--- config.mk ---
export PLATFORM = sky130hd
export DESIGN_NAME = ram_rw_param
export DESIGN_NICKNAME = d
export VERILOG_FILES = /design/src/rtl/ram_pkg.sv /design/src/rtl/ram_rw_param_core.sv /design/src/rtl/ram_rw_param.sv
export SDC_FILE = /design/constraint.sdc
export NUM_CORES = 2
export LEC_CHECK = 0
export BUFFER_PORTS_ARGS = -buffer_cell sky130_fd_sc_hd__buf_2
export CORE_AREA = 2 2 445 447
export DETAILED_ROUTE_END_ITERATION = 16
export DIE_AREA = 0 0 447 449
export REMOVE_ABC_BUFFERS = 1
export SETUP_SLACK_MARGIN = 0.2
export SYNTH_ARGS = -nofsm -noshare
export SYNTH_HDL_FRONTEND = slang
export SYNTH_SLANG_ARGS = --single-unit
export TNS_END_PERCENT = 30
--- constraint.sdc ---
create_clock -name clk -period 4.47 [get_ports clk]
set_input_delay 0.6705 -clock clk [delete_from_list [all_inputs] [get_ports clk]]
set_output_delay 0.6705 -clock clk [all_outputs]
set_load 0.05 [all_outputs]
--- src/rtl/ram_pkg.sv ---
// Shared types and constants for the parametrised RAM.
// Holds the FSM state enum, default geometry and the RD_LAT legality check.
package ram_pkg;

  typedef enum logic {
    CLEAR = 1'b0,
    READY = 1'b1
  } ram_state_e;

  localparam int DEF_DATA_W = 16;
  localparam int DEF_ADDR_W = 7;
  localparam int DEF_DEPTH  = 128;
  localparam int DEF_RD_LAT = 1;

  function automatic bit rd_lat_legal(input int lat);
    return (lat == 1) || (lat == 2);
  endfunction

endpackage

--- src/rtl/ram_rw_param_core.sv ---
// ram_core: bare storage array, one write port, one registered read port.
// Ports: clk, rd_clr (zero read reg), we/re, rd_zero, addr, wdata -> rdata.
module ram_core #(
  parameter int WORD_W = 16,
  parameter int ADDR_W = 7,
  parameter int DEPTH  = 128
) (
  input  logic              clk,
  input  logic              rd_clr,
  input  logic              we,
  input  logic              re,
  input  logic              rd_zero,
  input  logic [ADDR_W-1:0] addr,
  input  logic [WORD_W-1:0] wdata,
  output logic [WORD_W-1:0] rdata
);

  logic [WORD_W-1:0] ram_data [DEPTH];
  logic [WORD_W-1:0] rdata_q;
  logic [WORD_W-1:0] rdata_d;

  always_ff @(posedge clk) begin
    if (we) begin
      ram_data[addr] <= wdata;
    end
  end

  // Out-of-range reads return zero without touching the array.
  always_comb begin
    rdata_d = rdata_q;
    if (re) begin
      rdata_d = rd_zero ? '0 : ram_data[addr];
    end
  end

  always_ff @(posedge clk) begin
    if (rd_clr) begin
      rdata_q <= '0;
    end else begin
      rdata_q <= rdata_d;
    end
  end

  assign rdata = rdata_q;

endmodule

--- src/rtl/ram_rw_param.sv ---
// Parametrised single-port RAM with post-reset clear sequencer and rd_valid.
// Ports: clk, rst, read_en, write_en, addr, din -> dout, rd_valid, busy
// (+ parity_err when RAM_PARITY_EN is defined).
module ram_rw_param
  import ram_pkg::*;
#(
  parameter int DATA_W = DEF_DATA_W,
  parameter int ADDR_W = DEF_ADDR_W,
  parameter int DEPTH  = DEF_DEPTH,
  parameter int RD_LAT = DEF_RD_LAT
) (
  input  logic              clk,
  input  logic              rst,
  input  logic              read_en,
  input  logic              write_en,
  input  logic [ADDR_W-1:0] addr,
  input  logic [DATA_W-1:0] din,
  output logic [DATA_W-1:0] dout,
  output logic              rd_valid,
  output logic              busy
`ifdef RAM_PARITY_EN
  ,
  output logic              parity_err
`endif
);

`ifdef RAM_PARITY_EN
  localparam int PAR_W = 1;
`else
  localparam int PAR_W = 0;
`endif
  localparam int WORD_W = DATA_W + PAR_W;
  localparam logic [ADDR_W-1:0] LAST =
    ADDR_W'(DEPTH - 1);

  ram_state_e state_q, state_d;
  logic [ADDR_W-1:0] clr_addr_q, clr_addr_d;
  logic rd_v1_q, rd_v1_d;

  logic clr_we;
  logic acc;
  logic in_range;
  logic core_we;
  logic core_re;
  logic [ADDR_W-1:0] core_addr;
  logic [WORD_W-1:0] word_in;
  logic [WORD_W-1:0] core_wdata;
  logic [WORD_W-1:0] rword;
  logic [DATA_W-1:0] rdat;

  if (!rd_lat_legal(RD_LAT)) begin : g_bad_lat
    $error("ram_rw_param: RD_LAT must be 1 or 2");
  end

  if (DEPTH == (1 << ADDR_W)) begin : g_full
    assign in_range = 1'b1;
  end else begin : g_part
    assign in_range = 32'(addr) < DEPTH;
  end

  always_ff @(posedge clk) begin
    if (rst) begin
      state_q    <= CLEAR;
      clr_addr_q <= '0;
      rd_v1_q    <= 1'b0;
    end else begin
      state_q    <= state_d;
      clr_addr_q <= clr_addr_d;
      rd_v1_q    <= rd_v1_d;
    end
  end

  always_comb begin
    state_d    = state_q;
    clr_addr_d = clr_addr_q;
    unique case (state_q)
      CLEAR: begin
        if (clr_addr_q == LAST) begin
          state_d = READY;
        end else begin
          clr_addr_d = clr_addr_q + 1'b1;
        end
      end
      READY:   state_d = READY;
      default: state_d = CLEAR;
    endcase
  end

  // Requests arriving in the same cycle as rst are dropped too.
  always_comb begin
    busy   = 1'b0;
    clr_we = 1'b0;
    acc    = 1'b0;
    unique case (state_q)
      CLEAR: begin
        busy   = 1'b1;
        clr_we = !rst;
      end
      READY:   acc  = !rst;
      default: busy = 1'b1;
    endcase
  end

`ifdef RAM_PARITY_EN
  assign word_in = {^din, din};
`else
  assign word_in = din;
`endif

  assign core_we    = clr_we | (acc & write_en & in_range);
  assign core_re    = acc & read_en;
  assign core_addr  = busy ? clr_addr_q : addr;
  assign core_wdata = busy ? '0 : word_in;
  assign rd_v1_d    = core_re;

  ram_core #(
    .WORD_W (WORD_W),
    .ADDR_W (ADDR_W),
    .DEPTH  (DEPTH)
  ) u_core (
    .clk     (clk),
    .rd_clr  (rst),
    .we      (core_we),
    .re      (core_re),
    .rd_zero (!in_range),
    .addr    (core_addr),
    .wdata   (core_wdata),
    .rdata   (rword)
  );

  assign rdat = rword[DATA_W-1:0];

`ifdef RAM_PARITY_EN
  logic mism;
  assign mism = rword[DATA_W] ^ (^rdat);
`endif

  if (RD_LAT == 2) begin : g_lat2
    logic              v2_q, v2_d;
    logic [DATA_W-1:0] d2_q, d2_d;

    always_comb begin
      v2_d = rd_v1_q;
      d2_d = rd_v1_q ? rdat : d2_q;
    end

    always_ff @(posedge clk) begin
      if (rst) begin
        v2_q <= 1'b0;
        d2_q <= '0;
      end else begin
        v2_q <= v2_d;
        d2_q <= d2_d;
      end
    end

    assign rd_valid = v2_q;
    assign dout     = d2_q;

`ifdef RAM_PARITY_EN
    logic p2_q, p2_d;
    assign p2_d = rd_v1_q & mism;
    always_ff @(posedge clk) begin
      if (rst) begin
        p2_q <= 1'b0;
      end else begin
        p2_q <= p2_d;
      end
    end
    assign parity_err = p2_q;
`endif
  end else begin : g_lat1
    assign rd_valid = rd_v1_q;
    assign dout     = rdat;
`ifdef RAM_PARITY_EN
    assign parity_err = rd_v1_q & mism;
`endif
  end

endmodule
==> results.cfg <==
[route]
top_layer_used = met5
drt_first_iter_violations = 6023
viasPerCell = 5.92
vias = 44315
wl_met3_mm = 18.5
wl_met1_mm = 90.5
wl_met2_mm = 106
routed_wl_mm = 224
ant_nets = 0
wl_per_cell_um = 30.0
dr.pass1.iters = 5
drc = 0

[outcome]
status = completed

[worst_setup_path]
crit_required_ps = 5140
slowest_stage = nor4_1
crit_top_cell = buf_4
critPathMaxFanout = 23
cp_cell_sequence = buf_4 > nand4bb_1 > nand2_4 > buf_4 > a22oi_1 > a41oi_1 > nor4_1 > o221a_1 > a31oi_1
critical_path.startpoint_type = flip-flop
endpoint_kind = flip-flop
cp.arrival_ps = 4690
worstSetupPathType = flip-flop to flip-flop
slowest_delay_ps = 900

[floorplan]
chipWidth_um = 447
die_h_um = 449
coreArea_mm2 = 0.196
start_util_pct = 39.7
io_pins = 45
die-area_mm2 = 0.201
fp-row-count = 163

[timing]
period_needed_ps = 4030
period_share_pct = 90.1
hold_ws_ps = 182
finalSetupViolCount = 0
finClkSkew_ps = 38.0
worst_slew_pin_slew_ps = 1210
slew_violations = 0
hold_viol_final = 0
slew-limit-headroom_pct = 18.8
rsz0062_at_grt = false
max_freq_ghz = 0.248

[global_routing]
grt_pass1_vias = 42632
grt.total_usage_pct = 21.9
antenna_found_initial = 14
grt_overflow = 0
grt_max_degree = 129
grt_pass1_wl_mm = 318

[logic_synthesis]
synth-main-ff-cell = edfxtp_1
yosysTopAreaCell = edfxtp_1
syn_inst = 4345
ys_top_cells_by_area = edfxtp_1, a22oi_1, mux2i_1, a41oi_1, o22ai_1
synth.top_cells.by_count = edfxtp_1, a22oi_1, mux2i_1
synth.distinct_cells = 66
ys_ff_latch = 2073
syn_avg_cell_area_um2 = 17.9
yosys.area.top_type_share_pct = 78.9
synth_most_common_cell = edfxtp_1
synth-seq-area-share_pct = 79.5
synth_edf_count = 2048
async_reset_ff_share_pct = 0
netlist_area_mm2 = 0.0779
yosysWarnings = 0

[clocking]
cts_resized = 0
clockBufferDepth = 3
cts.reportedPaths.clkPinSlew_ps = 60
htreeDepth = 4
cts_setup_buffers = 0
hold_buffers = 0
clock_latency_ps = 840
cts_sinks = 2073
cts_inserted_buffers = 205
clock-root-buffer = clkbuf_16
cts_tree = done

[cells_and_area]
drive_above_1_share_pct = 16.6
fillCellCount = 16629
utilization_pct = 46.0
nNetsFinal = 4696
syn_to_final_growth_pct = 15.9

[power_and_ir_drop]
cellPowerDensity_mw_per_mm2 = 441
vdd.ir_drop.worst_v = 0.000333
leakage_uw = 0.0295

[flow_run]
maxCapViolCount = 0

[placed_design]
dpl.hpwl_mm = 135
port-buffer-count = 44
gp_congestion = 0.844

[hold_path]
worstHoldPathType = input pin to flip-flop
==> where the power goes <==
| part | total [µW] | switching, µW | internal [µW] |
|---|---|---|---|
| logic | 1950 | 1270 | 680 |
| registers | 21100 | 15.8 | 21100 |
| clock network | 16800 | 7250 | 9600 |
| total | 39900 | 8530 | 31300 |
==> placed cells by master, fill, tap and decap left out, types with 9 or more instances in the layout <==
cell	synthesis	layout
o22ai_1	170	170
clkbuf_16	0	211
a31oi_1	16	16
or2_2	9	9
a41oi_1	135	135
nor2_2	0	20
mux2i_1	362	362
buf_2	119	44
clkinv_1	1	48
nor2_1	133	109
a221o_1	28	28
edfxtp_1	2048	2048
buf_4	37	328
a22oi_1	562	562
clkbuf_1	119	39
and2_4	0	16
a21oi_1	71	67
a222oi_1	17	17
dfxtp_1	25	24
o221a_1	9	9
nor4_1	25	25
buf_12	0	53
nand2_1	80	79
and3_1	13	13
clkinv_2	0	46
o21ai_0	167	167
bufinv_16	0	15
a41o_1	16	16
==> worst paths after layout <==
| path | start | end | slack, ps | depth (start not counted) |
|---|---|---|---|---|
| min reg2reg | u_core.rdata[15] | u_core.rdata[15] | 550 | 2 |
| max reg2reg | state_q | u_core.rdata[2] | 440 | 9 |
| min | rst | clr_addr_q[2] | 180 | 2 |
| max | state_q | u_core.rdata[2] | 440 | 9 |
==> worst max-delay path: cells and delay by family (launching register included) <==
| family | cells | cell delay, ps |
|---|---|---|
| flops | 1 | 560 |
| compound gates | 4 | 1020 |
| simple gates | 3 | 1580 |
| buf+inv | 2 | 710 |
==> cells by family (layout without fill, tap and decap cells) <==
group           count (synthesis)  after routing  synth area share (%)
xor+xnor                        5              5                0.0562
compound gates               1254           1254                  11.6
buf+inv                       314            813                  2.01
simple gates                  328            328                  2.01
other cells                     0              3                     0
flops                        2073           2073                  79.5
fa+ha+maj                       1              1                0.0160
mux                           370            370                  4.77
==> registers in the layout, summed over array words and instances (netlist names) <==
| signal | count |
|---|---|
| u_core.rdata | 16 |
| rd_valid | 1 |
| u_core.ram_data | 2048 |
| clr_addr_q | 7 |
| state_q | 1 |
==> final cells by class <==
cell class	count	area (µm²)	share of cell area, %
diodes	3	7.51	0.00831
clock buffers	255	5500	6.08
clock inverters	128	1100	1.21
inverters	5	18.8	0.0208
multi-input cells	1958	14700	16.2
flip-flops and latches	2073	62000	68.6
well taps	2640	3300	3.66
repair buffers	425	3740	4.14
==> routing by layer <==
metal  global-route usage [%]  vias up
li1                         -    18729
met1                     29.9    23065
met2                     34.7     2126
met3                     3.94      389
met4                     8.84        6
met5                        0        -
==> through the flow <==
| step | cell area [µm²] | setup TNS, ps | std cells | setup slack [ps] | power [µW] |
|---|---|---|---|---|---|
| 2_1_floorplan | 76400 | -3648810 | 4036 | -5340 | 22600 |
| 3_3_place_gp | 83700 | 0 | 7101 | 362 | 23400 |
| 3_5_place_dp | 83700 | 0 | 7101 | 349 | 23400 |
| 4_1_cts | 90300 | 0 | 7484 | 515 | 40000 |
| 5_1_grt | 90300 | 0 | 7486 | 426 | 40900 |
| 6_report | 90300 | 0 | 7487 | 441 | 39900 |
No activity file was read; power rests on OpenSTA's default activity.
